## config.mk

```make
export PLATFORM = sky130hd
export DESIGN_NAME = imem_loader
export DESIGN_NICKNAME = d
export VERILOG_FILES = /design/src/rtl/imem_loader.sv
export SDC_FILE = /design/constraint.sdc
export NUM_CORES = 1
export LEC_CHECK = 0
export ABC_AREA = 1
export CORE_MARGIN = 4
export CORE_UTILIZATION = 50
export DETAILED_ROUTE_END_ITERATION = 7
export PLACE_DENSITY = 0.72
export SLEW_MARGIN = 5
export SYNTH_ARGS = -nofsm -noshare
export SYNTH_HDL_FRONTEND = slang
export SYNTH_SLANG_ARGS = --single-unit
export TNS_END_PERCENT = 1
```

## constraint.sdc

```tcl
create_clock -name clk -period 11 [get_ports clk]
set_input_delay 2.2 -clock clk [delete_from_list [all_inputs] [get_ports clk]]
set_output_delay 2.2 -clock clk [all_outputs]
set_load 0.01 [all_outputs]
```

## src/rtl/imem_loader.sv

```systemverilog
// Boot loader: takes a framed byte stream (length, little-endian words, XOR checksum),
// writes the words to instruction memory from address 0, and releases CPU reset once verified.
module imem_loader #(
  parameter int ADDR_WIDTH = 12,
  parameter int DATA_WIDTH = 32,
  parameter int MAX_WORDS  = 1024
) (
  input  logic                  clk,
  input  logic                  rst,
  input  logic                  start_in,
  input  logic                  byte_valid_in,
  input  logic [7:0]            byte_in,
  output logic                  byte_ready_out,
  output logic [ADDR_WIDTH-1:0] mem_addr_out,
  output logic [DATA_WIDTH-1:0] mem_data_out,
  output logic                  mem_we_out,
  output logic                  cpu_rst_n_out,
  output logic                  busy_out,
  output logic                  done_out,
  output logic                  err_out
);

  typedef enum logic [2:0] {IDLE, LEN0, LEN1, DATA, WRITE, CSUM, DONE, ERR} state_t;

  state_t      state;
  logic [15:0] len;
  logic [15:0] word_idx;
  logic [1:0]  byte_idx;
  logic [23:0] word_lo;
  logic [7:0]  csum;

  logic        take;
  logic [15:0] len_full;
  logic [15:0] idx_nxt;

  assign take     = byte_valid_in & byte_ready_out;
  assign len_full = {byte_in, len[7:0]};
  assign idx_nxt  = word_idx + 16'd1;

  // Outputs are registered, so each transition also loads the outputs of the state it enters.
  always_ff @(posedge clk or posedge rst) begin
    if (rst) begin
      state          <= IDLE;
      len            <= '0;
      word_idx       <= '0;
      byte_idx       <= '0;
      word_lo        <= '0;
      csum           <= '0;
      byte_ready_out <= 1'b0;
      mem_addr_out   <= '0;
      mem_data_out   <= '0;
      mem_we_out     <= 1'b0;
      cpu_rst_n_out  <= 1'b0;
      busy_out       <= 1'b0;
      done_out       <= 1'b0;
      err_out        <= 1'b0;
    end else begin
      mem_we_out <= 1'b0;
      case (state)
        IDLE, DONE, ERR: begin
          if (start_in) begin
            state          <= LEN0;
            word_idx       <= '0;
            byte_idx       <= '0;
            csum           <= '0;
            byte_ready_out <= 1'b1;
            busy_out       <= 1'b1;
            done_out       <= 1'b0;
            err_out        <= 1'b0;
            cpu_rst_n_out  <= 1'b0;
          end
        end
        LEN0: begin
          if (take) begin
            len[7:0] <= byte_in;
            state    <= LEN1;
          end
        end
        LEN1: begin
          if (take) begin
            len[15:8] <= byte_in;
            if (len_full == 16'd0 || len_full > 16'(MAX_WORDS)) begin
              state          <= ERR;
              byte_ready_out <= 1'b0;
              busy_out       <= 1'b0;
              err_out        <= 1'b1;
            end else begin
              state <= DATA;
            end
          end
        end
        DATA: begin
          if (take) begin
            csum     <= csum ^ byte_in;
            byte_idx <= byte_idx + 2'd1;
            if (byte_idx == 2'd3) begin
              // Fourth byte goes straight to the write port; no need to stage it.
              state          <= WRITE;
              byte_ready_out <= 1'b0;
              mem_we_out     <= 1'b1;
              mem_addr_out   <= ADDR_WIDTH'({word_idx, 2'b00});
              mem_data_out   <= {byte_in, word_lo};
            end else begin
              word_lo[8*byte_idx +: 8] <= byte_in;
            end
          end
        end
        WRITE: begin
          word_idx       <= idx_nxt;
          byte_ready_out <= 1'b1;
          state          <= (idx_nxt == len) ? CSUM : DATA;
        end
        CSUM: begin
          if (take) begin
            byte_ready_out <= 1'b0;
            busy_out       <= 1'b0;
            if (byte_in == csum) begin
              state         <= DONE;
              done_out      <= 1'b1;
              cpu_rst_n_out <= 1'b1;
            end else begin
              state   <= ERR;
              err_out <= 1'b1;
            end
          end
        end
        default: state <= IDLE;
      endcase
    end
  end

endmodule
```

==> results.toml <==
[placement]
pre_cts_ws_ns = 6.94
portBuffers = 59
dp_hpwl_um = 10100
routabilityCongestion = 0.871

[setup_path]
max_stage_delay_ns = 0.54
critPathTopFamily = "simple AND/OR/NAND/NOR gates"
setup.worst_path.class = "in -> reg"
crit_chain = "clkdlybuf4s50_1 -> inv_1 -> nand2_1 -> nor3_1 -> nor2_1 -> nand3b_1 -> nand2_1 -> nand2_1 -> nand3_1 -> nand2_1 -> o21ai_0"
crit_path_end_kind = "flop"
crit_slowest_cell = "clkdlybuf4s50_1"
rrSetupSlack_ns = 8.78
cp.required_ns = 11.33
crit_arrival_ns = 3.96
crit_path_max_fanout = 5
reg2reg_depth = 13
path_buf_inv = 2
start_kind = "input port"
cpMostUsedCell = "nand2_1"
rr_endpoint = "state[2]$_DFFE_PP0P_"
r2r-start = "word_idx[0]$_DFFE_PP0P_"

[power_and_ir_drop]
intPower_mw = 1.05
power.share.clock = 0.365
p_sw_frac = 0.335
p_seq_frac = 0.366
power_frac_comb = 0.269
p_sw_uw = 529
finalPower_mw = 1.58
vdd_drop_max_v = 0.000118
powerDensity_nw_per_um2 = 225
p_leak_nw = 3.35

[clocking]
hold_buffers = 0
cts.reportedPaths.clkPinSlew_ns = 0.05
ctsHtreeMaxLevel = 4
cts_tree = "built"
clock_latency_ns = 0.41
cts_root_buf = "clkbuf_16"
cts_sinks = 116
post-cts-setup-buffers = 0
cts_made_buffers = 17
cts_resized = 0
clock_path_buffers = 2

[min_path]
min-delay-start = "mem_addr_out[6]$_DFFE_PP0P_"
hold_end = "mem_addr_out[6]$_DFFE_PP0P_"
min-delay-path-class = "reg -> reg"
holdPathStages = 2

[timing]
slew_violations = 0
setup_ws_ns = 7.38
fmax_ghz = 0.276
rsz0062_at_grt = "false"
min_period_ns = 3.62
final-hold-violation-count = 0
finClkSkew_ns = 0.00509
tns_ns = 0
slew_headroom = 0.343
setup-violations-final = 0
worst_pin_slew_ns = 0.985
finalCritPeriodShare = 0.329

[layout]
area_delta_synth_final_pct = 22.6
final_common_cell = "nand2_1"
layout.nets = 786
diodes = 0
final_cell_mix = "nand2_1 (181), dfrtp_1 (116), o21ai_0 (105)"
fin_util = 0.637
drive_gt1_frac = 0.0642

[routing]
wl_um = 14400
drcViolationCount = 0
drt_iter0_markers = 624
drt-wirelength-per-cell_um = 15.7
vias_per_cell = 5.38
via_count = 4943
ant_nets = 0
dr.pass1.iters = 5

[floorplanning]
start_util = 0.520
die_h_um = 115
row_count = 38
die_area_um2 = 13200
num_io_pins = 62
die_x_um = 115
core-area_um2 = 11000

[global_routing]
grt_max_degree = 85
overflow = 0
antenna_found_initial = 0
grt_pass1_vias = 5000
grt_pass1_wl_um = 24300
grt_util_all_layers = 0.234

[outcome]
status = "completed"

[run]
drv_cap = 0

[synth]
synth_area_leaders = "dfrtp_1 (51%), nand2_1 (12%), o21ai_0 (9.2%), inv_1 (6.1%), nand3_1 (5.2%)"
syn-cell-area_um2 = 5730
syn_avg_cell_area_um2 = 8.06
ys_warn_count = 0
synth_cell_types = 35
synth_top_area_share = 0.506
ys_seq_elements = 116
syn_inst = 711
yosysTopAreaCell = "dfrtp_1"
yosysSeqAreaShare = 0.506
## worst min-delay path: stages, from the launching register on
cell and delay, ns:
dfrtp_1 0.34, nand2_1 0.05, o21ai_0 0.05
## power groups by stage
stage | combinational (mW) | clock, mW | sequential, mW
2_1_floorplan | 0.310 | 0 | 0.568
3_3_place_gp | 0.412 | 0 | 0.580
3_5_place_dp | 0.421 | 0 | 0.584
4_1_cts | 0.426 | 0.582 | 0.578
5_1_grt | 0.489 | 0.604 | 0.589
6_report | 0.425 | 0.577 | 0.579
## cell families after synthesis
logic type / after synthesis / synth area share
other cells: 1 / 0.000654
buf+inv: 118 / 0.0805
flops: 116 / 0.506
fa+ha+maj: 6 / 0.0131
compound gates: 121 / 0.111
xor+xnor: 11 / 0.0218
simple gates: 338 / 0.266
## cells in the mapped netlist (all sizes together)
cell type and count:
xnor3 1, dfrtp 116, xor3 1, nand2 187, nor4 1, xnor2 6
o22ai 9, nand3b 6, nor3 3, a22oi 1, and3 3, nor2 51
xor2 3, clkbuf 13, o21ai 108, inv 94, a21oi 2, or2 1
ha 6, conb 1, o21a 1, nand3 60, buf 11, nand4 26
## stage by stage
stage	area [µm²]	cells	hold slack [ns]
6_report	7030	919	0.476
5_1_grt	7030	919	0.503
4_1_cts	7030	919	0.486
3_5_place_dp	6420	889	0.472
3_3_place_gp	6420	889	0.464
2_1_floorplan	5740	712	0.466
## final cells by class
| class | count | area [µm²] |
|---|---|---|
| clock inverters | 9 | 154 |
| repair buffers | 61 | 606 |
| clock buffers | 21 | 460 |
| inverters | 94 | 355 |
| well taps | 140 | 175 |
| multi-input cells | 478 | 2380 |
| fillers | 916 | 4000 |
| flip-flops and latches | 116 | 2900 |
## sequential cells by signal (all words and copies together) (netlist names)
register	flops
busy_out	1
byte_idx	2
byte_ready_out	1
csum	8
done_out	1
err_out	1
len	16
mem_addr_out	10
mem_data_out	32
mem_we_out	1
state	3
word_idx	16
word_lo	24
## worst max-delay path by stage
stage,from,to,slack [ns],depth (start not counted)
2_1_floorplan,rst,busy_out$_DFFE_PP0P_,5.73,1
3_3_place_gp,byte_valid_in,word_lo[0]$_DFFE_PP0P_,6.97,6
3_5_place_dp,rst,mem_data_out[20]$_DFFE_PP0P_,6.94,3
4_1_cts,rst,len[15]$_DFFE_PP0P_,7.39,3
5_1_grt,rst,word_idx[10]$_DFFE_PP0P_,7.17,3
6_report,byte_in[1],busy_out$_DFFE_PP0P_,7.38,11
## per-layer routing
layer / part of all wire / vias up / track usage
met5: 0 / - / 0
met4: 0.022 / 0 / 0.0884
met3: 0.053 / 29 / 0.0558
met2: 0.49 / 144 / 0.386
met1: 0.43 / 2360 / 0.300
li1: - / 2410 / -
No activity file was read; power rests on OpenSTA's default activity.
